$ cat config.mk
export PLATFORM = sky130hd
export DESIGN_NAME = opad_serdes_flat
export DESIGN_NICKNAME = d
export VERILOG_FILES = /design/src/rtl/opad_pkg.sv /design/src/rtl/opad_serdes_if.sv /design/src/rtl/opad_shift_lane.sv /design/src/rtl/opad_serdes.sv /design/src/flat_wrapper.sv
export SDC_FILE = /design/constraint.sdc
export NUM_CORES = 1
export LEC_CHECK = 0
export BUFFER_PORTS_ARGS = -buffer_cell sky130_fd_sc_hd__buf_2
export CAP_MARGIN = 5
export CORE_AREA = 2 2 45 47
export DETAILED_ROUTE_END_ITERATION = 12
export DIE_AREA = 0 0 47 49
export PLACE_DENSITY_LB_ADDON = 0.05
export SYNTH_ARGS = -nofsm -noshare
export SYNTH_HDL_FRONTEND = slang
export SYNTH_HIERARCHICAL = 1
export SYNTH_SLANG_ARGS = --single-unit
$ cat constraint.sdc
create_clock -name clk -period 2.2 [get_ports clk]
set_clock_uncertainty 0.15 [all_clocks]
set_input_delay 0.33 -clock clk [delete_from_list [all_inputs] [get_ports clk]]
set_output_delay 0.33 -clock clk [all_outputs]
set_load 0.005 [all_outputs]
$ cat src/rtl/opad_pkg.sv
// Shared types and helpers for the serialising output pad.
package opad_pkg;

  typedef enum logic [0:0] {
    ST_IDLE  = 1'b0,
    ST_SHIFT = 1'b1
  } opad_state_e;

  localparam int WIDTH_MIN = 2;
  localparam int WIDTH_MAX = 32;

  // Bit counter width; a one-bit floor keeps degenerate widths elaboratable.
  function automatic int cnt_width(input int width);
    return (width < 2) ? 1 : $clog2(width);
  endfunction

endpackage

$ cat src/rtl/opad_serdes_if.sv
// Parallel-in handshake and serial pad bundle for opad_serdes.
interface opad_serdes_if #(
  parameter int CHANNELS = 1,
  parameter int WIDTH    = 4
);
  logic [CHANNELS*WIDTH-1:0] din;
  logic                      din_valid;
  logic                      din_ready;
  logic                      flush;
  logic [CHANNELS-1:0]       outpad;
  logic [CHANNELS-1:0]       oe;
  logic                      busy;
  logic                      underrun;

  modport master (
    output din, din_valid, flush,
    input  din_ready, outpad, oe, busy, underrun
  );

  modport slave (
    input  din, din_valid, flush,
    output din_ready, outpad, oe, busy, underrun
  );
endinterface

$ cat src/rtl/opad_shift_lane.sv
// One serialiser lane: WIDTH-bit shifter feeding a registered pad bit.
module opad_shift_lane #(
  parameter int WIDTH      = 4,
  parameter bit MSB_FIRST  = 1'b1,
  parameter bit IDLE_LEVEL = 1'b0
) (
  input  logic             clk,
  input  logic             rst_n,
  input  logic             i_load,
  input  logic             i_shift,
  input  logic             i_idle,
  input  logic [WIDTH-1:0] i_data,
  output logic             o_pad
);

  logic [WIDTH-1:0] r_shift;
  logic             r_pad;

  function automatic logic first_bit(input logic [WIDTH-1:0] d);
    return MSB_FIRST ? d[WIDTH-1] : d[0];
  endfunction

  // The shifter always holds the not-yet-driven bits aligned at the output end.
  function automatic logic [WIDTH-1:0] advance(input logic [WIDTH-1:0] d);
    return MSB_FIRST ? {d[WIDTH-2:0], 1'b0} : {1'b0, d[WIDTH-1:1]};
  endfunction

  // Shifter and pad flop: idle has priority, then load, then shift.
  always_ff @(posedge clk or negedge rst_n) begin
    if (!rst_n) begin
      r_shift <= {WIDTH{1'b0}};
      r_pad   <= IDLE_LEVEL;
    end else if (i_idle) begin
      r_pad   <= IDLE_LEVEL;
    end else if (i_load) begin
      r_pad   <= first_bit(i_data);
      r_shift <= advance(i_data);
    end else if (i_shift) begin
      r_pad   <= first_bit(r_shift);
      r_shift <= advance(r_shift);
    end else begin
      r_pad   <= r_pad;
    end
  end

  assign o_pad = r_pad;

endmodule

$ cat src/rtl/opad_serdes.sv
// Multi-lane output pad with parallel-to-serial conversion and a one-word holding buffer.
module opad_serdes
  import opad_pkg::*;
#(
  parameter int CHANNELS   = 1,
  parameter int WIDTH      = 4,
  parameter bit MSB_FIRST  = 1'b1,
  parameter bit IDLE_LEVEL = 1'b0,
  parameter bit OE_IDLE    = 1'b0
) (
  input  logic          clk,
  input  logic          rst_n,
  opad_serdes_if.slave  bus
);

  localparam int                  CW        = cnt_width(WIDTH);
  localparam logic [CW-1:0]       CNT_LAST  = CW'(WIDTH - 1);
  localparam logic [CHANNELS-1:0] OE_IDLE_V = {CHANNELS{OE_IDLE}};
  localparam logic [CHANNELS-1:0] OE_ON_V   = {CHANNELS{1'b1}};

  if ((WIDTH < WIDTH_MIN) || (WIDTH > WIDTH_MAX)) begin : g_bad_width
    $error("opad_serdes: WIDTH must lie in 2..32");
  end
  if (CHANNELS < 1) begin : g_bad_channels
    $error("opad_serdes: CHANNELS must be at least 1");
  end

  opad_state_e               r_state;
  logic [CW-1:0]             r_cnt;
  logic [CHANNELS*WIDTH-1:0] r_hold;
  logic                      r_hold_full;
  logic                      r_din_ready;
  logic [CHANNELS-1:0]       r_oe;
  logic                      r_underrun;

  opad_state_e               w_state_nxt;
  logic [CW-1:0]             w_cnt_nxt;
  logic                      w_hold_full_nxt;
  logic [CHANNELS-1:0]       w_oe_nxt;
  logic                      w_underrun_nxt;
  logic                      w_load;
  logic                      w_shift;
  logic                      w_idle;
  logic                      w_accept;
  logic [CHANNELS-1:0]       w_pad;

  assign w_accept = bus.din_valid && r_din_ready;

  // Next-state, lane controls and holding-buffer occupancy; flush overrides everything.
  always_comb begin
    w_state_nxt     = r_state;
    w_cnt_nxt       = r_cnt;
    w_hold_full_nxt = r_hold_full;
    w_oe_nxt        = r_oe;
    w_underrun_nxt  = 1'b0;
    w_load          = 1'b0;
    w_shift         = 1'b0;
    w_idle          = 1'b0;
    if (bus.flush) begin
      w_state_nxt     = ST_IDLE;
      w_idle          = 1'b1;
      w_oe_nxt        = OE_IDLE_V;
      w_hold_full_nxt = 1'b0;
    end else begin
      case (r_state)
        ST_IDLE: begin
          if (r_hold_full) begin
            w_load      = 1'b1;
            w_cnt_nxt   = {CW{1'b0}};
            w_oe_nxt    = OE_ON_V;
            w_state_nxt = ST_SHIFT;
          end else begin
            w_idle      = 1'b1;
          end
        end
        ST_SHIFT: begin
          if (r_cnt == CNT_LAST) begin
            if (r_hold_full) begin
              w_load         = 1'b1;
              w_cnt_nxt      = {CW{1'b0}};
            end else begin
              w_state_nxt    = ST_IDLE;
              w_idle         = 1'b1;
              w_oe_nxt       = OE_IDLE_V;
              w_underrun_nxt = 1'b1;
            end
          end else begin
            w_shift   = 1'b1;
            w_cnt_nxt = r_cnt + CW'(1);
          end
        end
        default: begin
          w_state_nxt = ST_IDLE;
          w_idle      = 1'b1;
          w_oe_nxt    = OE_IDLE_V;
          w_cnt_nxt   = {CW{1'b0}};
        end
      endcase
      // Accept and drain are mutually exclusive because ready is low while full.
      if (w_load) begin
        w_hold_full_nxt = 1'b0;
      end else if (w_accept) begin
        w_hold_full_nxt = 1'b1;
      end else begin
        w_hold_full_nxt = r_hold_full;
      end
    end
  end

  // Control state registers; ready is a registered copy of !hold_full.
  always_ff @(posedge clk or negedge rst_n) begin
    if (!rst_n) begin
      r_state     <= ST_IDLE;
      r_cnt       <= {CW{1'b0}};
      r_hold_full <= 1'b0;
      r_din_ready <= 1'b1;
      r_oe        <= OE_IDLE_V;
      r_underrun  <= 1'b0;
    end else begin
      r_state     <= w_state_nxt;
      r_cnt       <= w_cnt_nxt;
      r_hold_full <= w_hold_full_nxt;
      r_din_ready <= !w_hold_full_nxt;
      r_oe        <= w_oe_nxt;
      r_underrun  <= w_underrun_nxt;
    end
  end

  // Holding buffer captures a word only when it is accepted and not flushed.
  always_ff @(posedge clk or negedge rst_n) begin
    if (!rst_n) begin
      r_hold <= {(CHANNELS*WIDTH){1'b0}};
    end else if (w_accept && !bus.flush) begin
      r_hold <= bus.din;
    end else begin
      r_hold <= r_hold;
    end
  end

  for (genvar c = 0; c < CHANNELS; c++) begin : g_lane
    opad_shift_lane #(
      .WIDTH      (WIDTH),
      .MSB_FIRST  (MSB_FIRST),
      .IDLE_LEVEL (IDLE_LEVEL)
    ) u_lane (
      .clk     (clk),
      .rst_n   (rst_n),
      .i_load  (w_load),
      .i_shift (w_shift),
      .i_idle  (w_idle),
      .i_data  (r_hold[c*WIDTH +: WIDTH]),
      .o_pad   (w_pad[c])
    );
  end

  assign bus.din_ready = r_din_ready;
  assign bus.outpad    = w_pad;
  assign bus.oe        = r_oe;
  assign bus.busy      = (r_state == ST_SHIFT);
  assign bus.underrun  = r_underrun;

endmodule
$ cat src/flat_wrapper.sv
// flat-port wrapper written by rule: the top's interface ports become plain ports
module opad_serdes_flat import opad_pkg::*;
#(
  parameter int CHANNELS   = 1,
  parameter int WIDTH      = 4,
  parameter bit MSB_FIRST  = 1'b1,
  parameter bit IDLE_LEVEL = 1'b0,
  parameter bit OE_IDLE    = 1'b0
)
  (clk, rst_n, bus_din, bus_din_valid, bus_flush, bus_din_ready, bus_outpad, bus_oe, bus_busy, bus_underrun);
  opad_serdes_if #(.CHANNELS(CHANNELS), .WIDTH(WIDTH)) bus_i ();
  input  logic clk;
  input  logic rst_n;
  input wire logic [$bits(bus_i.din)-1:0] bus_din;
  input wire logic [$bits(bus_i.din_valid)-1:0] bus_din_valid;
  input wire logic [$bits(bus_i.flush)-1:0] bus_flush;
  output wire logic [$bits(bus_i.din_ready)-1:0] bus_din_ready;
  output wire logic [$bits(bus_i.outpad)-1:0] bus_outpad;
  output wire logic [$bits(bus_i.oe)-1:0] bus_oe;
  output wire logic [$bits(bus_i.busy)-1:0] bus_busy;
  output wire logic [$bits(bus_i.underrun)-1:0] bus_underrun;
  assign bus_i.din = bus_din;
  assign bus_i.din_valid = bus_din_valid;
  assign bus_i.flush = bus_flush;
  assign bus_din_ready = bus_i.din_ready;
  assign bus_outpad = bus_i.outpad;
  assign bus_oe = bus_i.oe;
  assign bus_busy = bus_i.busy;
  assign bus_underrun = bus_i.underrun;
  opad_serdes #(.CHANNELS(CHANNELS), .WIDTH(WIDTH), .MSB_FIRST(MSB_FIRST), .IDLE_LEVEL(IDLE_LEVEL), .OE_IDLE(OE_IDLE)) u_core (.clk(clk), .rst_n(rst_n), .bus(bus_i));
endmodule
; Yosys cells after proc, flatten, opt, wreduce, memory -nomap -nowiden
; Cells that the tools add are included.
[word_totals]
regBits = 16
input_bits = 8
[classes]
addsub = 1
n_eq_ne = 4
muxes = 33
bitwise_logic = 2
reduce_logical = 8
[ops]
columns = operator, count
row1 = 1-bit 2-to-1 mux, 24
row2 = 4-bit 2-to-1 mux, 2
row3 = 1-bit one-hot mux with 2 select lines, 4
row4 = "3-bit inequality test, second input constant", 2
row5 = 2-bit 2-to-1 mux, 2
row6 = 2-bit one-hot mux with 2 select lines, 1
row7 = "3-bit by 2-bit inequality test with 1-bit output, second input constant", 1
row8 = 3-bit AND reduction, 1
row9 = 3-bit nonzero test, 1
row10 = "2-bit by 1-bit adder with 2-bit output, second input constant", 1
row11 = "2-bit == test, second input constant", 1
row12 = 1-bit logical AND, 2
row13 = 1-bit zero test, 2
row14 = 1-bit inverter, 2
row15 = 2-bit AND reduction, 1
row16 = 2-bit nonzero test, 1

; Logic depth before layout (Yosys ltp)
; Gate-level depths: netlist of run 1.
[depth]
depth_word = 7
mapped_depth = 6
depth_no_buf = 6

; By module
; The synthesis of run 1 kept the hierarchy.
[modules_own_cells]
columns = module, n_inst, cells_each, area_each_um2, seq_area_each_um2
row1 = opad_serdes, 1, 33, 488.0, 276.5
row2 = opad_shift_lane, 1, 22, 203.9, 100.1

; Least setup slack after synthesis of run 1
; No wires, ideal clock.
[synth_timing]
path_kind = reg2reg
startpoint = register u_core.r_cnt[0]
endpoint = register u_core.g_lane[0].u_lane.r_pad
setup_ps = 130
arrival_time_ps = 1453
required_time_ps = 1920
setup_slack_ps = 467
path_stages_with_launch = 7
synth_period_minus_slack_ps = 1733
cell_sequence = dfrtp_1 ha_1 nor2b_4 nor2b_2 mux2_1 mux2i_1 nor2_1
[synth_via]
elab_cells_between_ends = 14
cone_classes = eq/ne: 1 / mux: 12 / reduce/logical: 1
[synth_rtl]
columns = element, line
row1 = from (decl), opad_serdes.sv:29  ; logic [CW-1:0] r_cnt;
row2 = from (signal assigned), opad_serdes.sv:114  ; r_cnt <= {CW{1'b0}};
row3 = from (signal assigned), opad_serdes.sv:121  ; r_cnt <= w_cnt_nxt;
row4 = 2-bit == test, opad_serdes.sv:77  ; if (r_cnt == CNT_LAST) begin
row5 = 1-bit 2-to-1 mux, opad_serdes.sv:77
row6 = 1-bit 2-to-1 mux, opad_serdes.sv:65  ; case (r_state)
row7 = 1-bit 2-to-1 mux, opad_serdes.sv:59  ; if (bus.flush) begin
row8 = via u_core.w_shift, opad_serdes.sv:42  ; logic w_shift;
row9 = 3-bit nonzero test (no line), n/a
row10 = to (signal assigned), opad_shift_lane.sv:36  ; r_pad <= first_bit(i_data);
row11 = to (signal assigned), opad_shift_lane.sv:39  ; r_pad <= first_bit(r_shift);
row12 = to (signal assigned), opad_shift_lane.sv:42  ; r_pad <= r_pad;
row13 = to (decl), opad_shift_lane.sv:17  ; logic r_pad;
; The timed path passes the listed nets, and every way through them passes these cells. The select of a mux whose other input is x is not followed.
; A chain may end at the register's enable or synchronous reset.

; Final worst setup path of run 1
; Same ends and word-level chain as after synthesis.

==> impl_results.md, run 1 <==
- DPL Wire Length: 843 um
- Post-synthesis mux area share: 0.134
- Clock transition time at the flip-flop clock pins of the worst setup and hold paths: 90 ps
- Placed cells: 95
- Cells traversed along the worst timing path: ha_1, nor2b_4, nor2b_2, mux2_1, mux2i_1, nor2_1
- Net load switching power: 0.177 mW
- Share of power burned in the clock network: 0.234
- Clock buffers created by TritonCTS: 3
- Clock H-tree levels: 1
- Unrepaired setup endpoints after global routing: false
- Sequential element share of the synthesized area: 0.544
- Clock network latency to the later pin of the worst-skew pair: 270 ps
- Share of flip-flops with an asynchronous set or reset: 1.00
- Simple-gate share of the synthesized area: 0.186
- Setup TNS: 0 ps
- Crit path max-delay family: simple AND/OR/NAND/NOR gates
- Worst Setup Start Kind: flip-flop
- Endpoint required time on the critical path: 2210 ps
- Outcome: completed
- First-pass GRT wire length: 2.05 mm
- Final Hold Fails: 0
- Library cells used by synthesis: 25
- Count of boundary I/O pins: 13
- Worst-path fanout max: 7
- Number of flip-flops and latches in the synthesized netlist: 15
- Number of max-slew violations in the final report: 0
- R2R cell count: 6
- Number of max-capacitance violations reported: 0
- Layout overhead on the synthesized area: 19.9%
- Achievable Freq: 538 MHz
- Adder-cell area share of the yosys netlist: 0.0181
- Final net count: 83
- Cells after Synth: 55
- Inserted Diodes: 0
- Post-cts repair resize count: 0
- Slew of the pin with the lowest slew margin: 368 ps
- Detail-routed net length per standard cell: 11.4 um
- Die span in x: 47 um
- Worst setup EP type: flip-flop
- Minimum clock period: 1860 ps
- Fin Hold WS: 130 ps
- Tcrit/Tclk final: 0.845
- Total wire length after detailed routing: 1.14 mm
- Post-route antenna net violation count: 0
- Largest net degree at the start of global routing: 16
- Global placement routability congestion: 0.770
- Cell depth of the worst hold path: 2
- TritonCTS clock tree: built
- Worst VDD drop: 456 uV
- Floorplan row count: 16
- Crit path buf inv count: 0
- Leakage dissipation: 0.407 nW
- Initial antenna violation count: 0
- Synthesized-area fraction occupied by ao, oa, aoi and oai cells: 0.0958
- DR vias/cell: 4.57
- Cell Area, Synth: 692 um2
- Fraction of layout cells with a size suffix above 1: 0.370
- Type of the tightest min-delay check: in -> reg
- Leftover overflow at the end of global routing: 0
- Count of cell instances traversed by the critical path: 6
- Iteration count of the initial detailed-routing pass: 3
- I/O Buffers: 12
- Initial standard-cell utilization of the core: 0.376
- Highest-count cells in the layout ignoring fill and taps: 14 x dfrtp_1, 12 x buf_2, 5 x nor2_1
- Kind of critical path: reg -> reg
- Number of synthesis warnings: 6
- Total global-route track usage: 0.124
- Root buf cell: clkbuf_4
- Post-synth EDFFs: 0
- Tot Pwr: 0.656 mW
- Area enclosed by the die boundary: 2300 um2
- Internal Power: 0.480 mW
- Avg Synthesized Cell Area: 12.6 um2
- Proportion of power drawn by flip-flops and latches: 0.564
- Most frequently used flop master after synthesis: dfrtp_1
- Proportion of power drawn by combinational gates: 0.202
- CTS Buffer Depth: 2
- Largest stage delay on the critical path: 390 ps
- Dominant combinational cell family by area after synthesis: simple AND/OR/NAND/NOR gates
- Number of global-route vias before repair: 474
- Worst slew slack as a fraction of its limit: 0.754
- Count of vias placed by the detailed router: 457
- Most frequent standard cell in the layout excluding fill and tap cells: dfrtp_1
- TritonCTS sink count: 15
- Number of nets in the synthesized netlist: 64
- Count of routing violations after the opening detailed-route iteration: 1
- Area of the core region: 1840 um2
- Data arrival time at the worst-slack endpoint: 1860 ps
- Height of the die: 49 um
- Final Setup Violations: 0
- Sw Ratio: 0.269
- DRC Markers: 0
- P per Cell Area: 791 nW/um2
- CP max-delay cell: dfrtp_1
- XOR/XNOR Fraction of Synth Area: 0
- Post-route insts no fill: 100
cells in the mapped netlist, types with 2 or more instances:
library cell / count / area share
o21ai_0: 3 / 0.022
dfrtp_1: 14 / 0.51
nor4b_1: 3 / 0.038
a21oi_1: 3 / 0.022
inv_1: 4 / 0.022
nor2_1: 5 / 0.027
mux2_4: 4 / 0.087
nor3_1: 2 / 0.014
final cells by class:
cell class | count | area, um2
Fill cell | 189 | 1010
Sequential cell | 15 | 377
Multi-Input combinational cell | 36 | 300
Timing Repair Buffer | 14 | 77.6
Tap cell | 27 | 33.8
Clock buffer | 4 | 26.3
Inverter | 4 | 15.0
power groups by stage:
stage                     clock, mW  sequential, mW  combinational (mW)
final                         0.153           0.370               0.133
after global routing          0.181           0.380               0.155
after CTS                     0.166           0.370               0.135
after detailed placement          0           0.374               0.134
after global placement            0           0.375               0.132
after floorplan                   0           0.365              0.0985
registers in the layout, summed over array words and instances (netlist names):
register,count
u_core/bus.din_ready,1
u_core/r_hold,4
u_core/bus.busy,1
u_core/g_lane.u_lane/r_shift,3
u_core/bus.oe,1
u_core/r_cnt,2
u_core/r_hold_full,1
u_core/bus.underrun,1
u_core/g_lane.u_lane/o_pad,1
kinds of logic after synthesis:
| logic type | after synthesis |
|---|---|
| AND/OR/NAND/NOR | 18 |
| adder cells (fa/ha/maj) | 1 |
| AO/OA/AOI/OAI | 10 |
| flip-flops | 15 |
| multiplexers | 7 |
| buffers and inverters | 4 |
stage by stage:
step | cell area [um2] | util | setup WS, ps
final | 830 | 0.450 | 342
after global routing | 830 | 0.450 | 201
after CTS | 830 | 0.450 | 336
after detailed placement | 793 | 0.431 | 353
after global placement | 793 | 0.431 | 385
after floorplan | 692 | - | 467
per-layer routing:
layer	up-vias	track usage	routed length [um]
met2	10	0.171	505
met5	-	0	0
li1	230	-	-
met3	2	0.0444	63
met1	215	0.173	560
met4	0	0.0556	6
repair_timing:
action / 4_1_cts / 5_1_grt
setup buffers: 0 / 0
hold buffers: 1 / 0
endpoints found under the setup margin: 0 / 0
endpoints found under the hold margin: 14 / 0
worst paths after layout:
kind | startpoint | endpoint | slack, ps
min in group asynchronous | rst_n | u_core/bus.busy$_DFF_PN0_ | 330
hold reg to reg | u_core/bus.busy$_DFF_PN0_ | u_core/bus.oe$_DFFE_PN0P_ | 350
max in group asynchronous | rst_n | u_core/bus.din_ready$_DFF_PN1_ | 1280
setup / recovery | u_core/r_cnt[0]$_DFFE_PN0N_ | u_core/g_lane[0].u_lane/o_pad$_DFFE_PN0P_ | 340
setup reg to reg | u_core/r_cnt[0]$_DFFE_PN0N_ | u_core/g_lane[0].u_lane/o_pad$_DFFE_PN0P_ | 340
hold / removal | bus_din[1] | u_core/r_hold[1]$_DFFE_PN0P_ | 130
Note: power is estimated with default switching activity, not from simulation.
==> inputs of run 2 (changes only) <==
--- a/config.mk
+++ b/config.mk
@@ -5,6 +5,7 @@
 export SDC_FILE = /design/constraint.sdc
 export NUM_CORES = 1
 export LEC_CHECK = 0
+export ABC_AREA = 1
 export BUFFER_PORTS_ARGS = -buffer_cell sky130_fd_sc_hd__buf_2
 export CAP_MARGIN = 5
 export CORE_AREA = 2 2 45 47
==> constraint.sdc (replaced) <==
create_clock -name clk -period 1.54 [get_ports clk]
set_clock_uncertainty 0.15 [all_clocks]
set_input_delay 0.231 -clock clk [delete_from_list [all_inputs] [get_ports clk]]
set_output_delay 0.231 -clock clk [all_outputs]
set_load 0.005 [all_outputs]
==> run 2 against run 1 <==
Net effect: count of clock-buffer cells in the layout unchanged; hold slack got worse by 95 ps; critical endpoint is now u_core/g_lane[0].u_lane/r_shift[2]$_DFFE_PN0P_; worst setup slack got worse by 260 ps; maximum frequency increased by 27%; design area increased by 7.7%; first-iteration DRC count increased to 3.0 times the previous value; power increased by 67%; largest cell class unchanged; clock power increased by 44%; register-to-register slack got worse by 260 ps.
==> impl_results.md, run 2 <==
- Final net count: 116 (+40%)
- Number of flip-flops under the largest register name: 4 (unchanged)
- Tot Pwr: 1.10 mW (+67%)
- Number of flip-flops and latches in the synthesized netlist: 15 (unchanged)
- Reg2Reg Setup Slack: 80 ps (-260 ps)
- Initial standard-cell utilization of the core: 0.365 (-0.0102)
- CP max-delay cell: dfrtp_1
- TritonCTS sink count: 15 (unchanged)
- Floorplan row count: 16 (unchanged)
- Achievable Freq: 684 MHz (+27%)
- Highest-count cells in the layout ignoring fill and taps: 34 x nand2_1, 14 x dfrtp_1, 12 x buf_2
- Cell depth of the worst hold path: 3 (+1)
- Minimum clock period: 1460 ps (-396 ps)
- Crit path buf inv count: 1 (+1)
- Global placement routability congestion: 0.769 (about the same)
- Leftover overflow at the end of global routing: 0 (unchanged)
- Number of global-route vias before repair: 495 (+4.4%)
- DPL Wire Length: 931 um (+10%)
- Clock network latency to the later pin of the worst-skew pair: 280 ps (about the same)
- Sequential element share of the synthesized area: 0.559 (+0.0152)
- Number of synthesis warnings: 6 (unchanged)
- Outcome: completed
- Top cell type by total area after synthesis: dfrtp_1
- Area occupied by registers: 377 um2 (unchanged)
- Area of the core region: 1840 um2 (unchanged)
- Leading cell types by total area after synthesis: dfrtp_1 52%, nand2_1 19%, inv_1 6.1%
- Clock H-tree levels: 1 (unchanged)
- Number of max-capacitance violations reported: 0 (unchanged)
- Clock transition time at the flip-flop clock pins of the worst setup and hold paths: 80 ps (about the same)
- Tcrit/Tclk final: 0.949 (+0.105)
- Cell Area, Synth: 673 um2 (-2.7%)
- Final Hold Fails: 0 (unchanged)
- Crit path max-delay family: flip-flops
- Fraction of synthesized cell area taken by the top area cell type: 0.520 (+0.0141)
- Layout overhead on the synthesized area: 32.7%
- Fraction of layout cells with a size suffix above 1: 0.311 (-0.0585)
- Count of vias placed by the detailed router: 574 (+26%)
- Setup TNS: 0 ps (unchanged)
- Worst-path fanout max: 5 (-2)
- Unrepaired setup endpoints after global routing: true
- Cells after Synth: 82 (+49%)
- Share of flip-flops with an asynchronous set or reset: 1.00 (unchanged)
- Multi-input logic area: 287 um2 (-4.6%)
- Endpoint required time on the critical path: 1570 ps (-640 ps)
- Library cells used by synthesis: 13 (-48%)
- Number of max-slew violations in the final report: 0 (unchanged)
- Final Setup Violations: 0 (unchanged)
- End of the worst hold path: u_core/r_hold[3]$_DFFE_PN0P_
- Most common cell type on the critical path: nand2_1
- Slew of the pin with the lowest slew margin: 344 ps (-24.9 ps)
- TritonCTS clock tree: built
- Post-synth EDFFs: 0 (unchanged)
- Iteration count of the initial detailed-routing pass: 4 (+1)
- Post-route insts no fill: 133 (+33%)
- Most frequently used flop master after synthesis: dfrtp_1
- Avg Synthesized Cell Area: 8.21 um2 (-35%)
- Worst Setup Start Kind: flip-flop
- Data arrival time at the worst-slack endpoint: 1490 ps (-370 ps)
- Min-Delay Startpoint: bus_din[3]
- DRC Markers: 0 (unchanged)
- Largest stage delay on the critical path: 430 ps (+40 ps)
- Worst r2r dst: u_core/g_lane[0].u_lane/r_shift[2]$_DFFE_PN0P_
- Most instantiated cells after synthesis: 34 x nand2_1, 14 x dfrtp_1, 11 x inv_1
- Kind of critical path: reg -> reg
- R2R cell count: 8 (+2)
- Largest net degree at the start of global routing: 16 (unchanged)
- Area enclosed by the die boundary: 2300 um2 (unchanged)
- First-pass GRT wire length: 2.06 mm (+0.34%)
- Number of nets in the synthesized netlist: 91 (+42%)
- Inserted Diodes: 0 (unchanged)
- Root buf cell: clkbuf_4
- Fin Hold WS: 35.1 ps (-94.7 ps)
- Most frequent standard cell in the layout excluding fill and tap cells: nand2_1
- DR vias/cell: 4.32 (-5.6%)
- Total global-route track usage: 0.127 (+0.00235)
- P per Cell Area: 1230 nW/um2 (+55%)
- Register ranked first by flip-flop count: u_core/r_hold
- Type of the tightest min-delay check: in -> reg
- Count of routing violations after the opening detailed-route iteration: 3 (+2)
- Die span in x: 47 um (unchanged)
- Clock buffers created by TritonCTS: 3 (unchanged)
- Fill cells: 192 (+1.6%)
- Cells traversed along the worst timing path: ha_4, o21ai_4, nor2_4, buf_4, nand2_1, nand2_1, nand2_1, nand2_1
- Placed cells: 125 (+32%)
- Leakage dissipation: 0.491 nW (+21%)
- CTS Buffer Depth: 2 (unchanged)
- Total wire length after detailed routing: 1.28 mm (+12%)
- Worst setup EP type: flip-flop
- I/O Buffers: 12 (unchanged)
- Post-route antenna net violation count: 0 (unchanged)
- Count of boundary I/O pins: 13 (unchanged)
- Worst slew slack as a fraction of its limit: 0.771 (+0.0168)
- Launch point of the worst reg-to-reg path: u_core/r_cnt[0]$_DFFE_PN0N_
- Biggest regs: u_core/r_hold: 4 flops, u_core/g_lane.u_lane/r_shift: 3 flops, u_core/r_cnt: 2 flops
- Detail-routed net length per standard cell: 9.60 um (-15%)
- Initial antenna violation count: 0 (unchanged)
- Height of the die: 49 um (unchanged)
- Worst VDD drop: 526 uV (+15%)
- Most common cell in the synthesized netlist: nand2_1
==> run 2: cell count changes after synthesis, moves of 3 or more <==
cell,before,now
inv_1,4,11
mux2_4,4,0
nand2_1,1,34
nand3_1,0,5
nor2_2,0,3
nor4b_1,3,0
==> run 2: worst max-delay path by stage <==
stage,cells after the start,slack [ps],end,startpoint
after floorplan,8,60,u_core/g_lane[0].u_lane/o_pad$_DFFE_PN0P_,u_core/r_cnt[0]$_DFFE_PN0N_
after global placement,8,-30,u_core/g_lane[0].u_lane/o_pad$_DFFE_PN0P_,u_core/r_cnt[0]$_DFFE_PN0N_
after detailed placement,8,-90,u_core/g_lane[0].u_lane/o_pad$_DFFE_PN0P_,u_core/r_cnt[0]$_DFFE_PN0N_
after CTS,8,10,u_core/g_lane[0].u_lane/r_shift[2]$_DFFE_PN0P_,u_core/r_cnt[0]$_DFFE_PN0N_
after global routing,9,-10,u_core/g_lane[0].u_lane/o_pad$_DFFE_PN0P_,u_core/r_cnt[1]$_DFFE_PN0N_
final,8,80,u_core/g_lane[0].u_lane/r_shift[2]$_DFFE_PN0P_,u_core/r_cnt[0]$_DFFE_PN0N_
==> run 2: cells by family after synthesis <==
kind of cell / Yosys count / synth area share
adder cells (fa/ha/maj): 1 / 0.0186
AND/OR/NAND/NOR: 47 / 0.303
AO/OA/AOI/OAI: 7 / 0.0520
flip-flops: 15 / 0.559
buffers and inverters: 12 / 0.0669
==> run 2: worst min-delay path, cell delays in order <==
cell and delay [ps]:
buf_2 90, inv_1 40, o21ai_0 70
==> run 2: final cells by class <==
| cell class | count | share of cell area |
|---|---|---|
| sequential | 15 | 0.422 |
| multi-input combinational | 55 | 0.321 |
| timing repair buffer | 20 | 0.140 |
| inverter | 12 | 0.0504 |
| tap | 27 | 0.0378 |
| clock buffer | 4 | 0.0294 |
==> run 2: through the flow <==
step / area, um2 / setup slack, ps / util
after CTS: 860 / 11.8 / 0.467
final: 893 / 78.1 / 0.485
after global routing: 893 / -12.6 / 0.485
after global placement: 797 / -33.7 / 0.433
after floorplan: 673 / 57.5 / -
after detailed placement: 797 / -94.8 / 0.433
==> run 2: power by group <==
| group | switching [mW] | internal (mW) |
|---|---|---|
| Combinational | 0.164 | 0.148 |
| Clock | 0.119 | 0.100 |
| Sequential | 0.0733 | 0.492 |
| Total | 0.357 | 0.741 |
==> run 2: timing repair <==
| item | in CTS | in global routing |
|---|---|---|
| resized for setup | 3 | 6 |
| endpoints found under the setup margin | 4 | 4 |
| buffers inserted | 1 | 1 |
| hold buffers | 2 | 0 |
| pin swaps | 1 | 3 |
| hold endpoints to repair | 16 | 0 |
==> run 2: routing by layer <==
metal / part of all wire / GRT usage
met1: 0.50 / 0.188
met2: 0.45 / 0.164
met3: 0.033 / 0.0222
met4: 0.011 / 0.0833
met5: 0 / 0
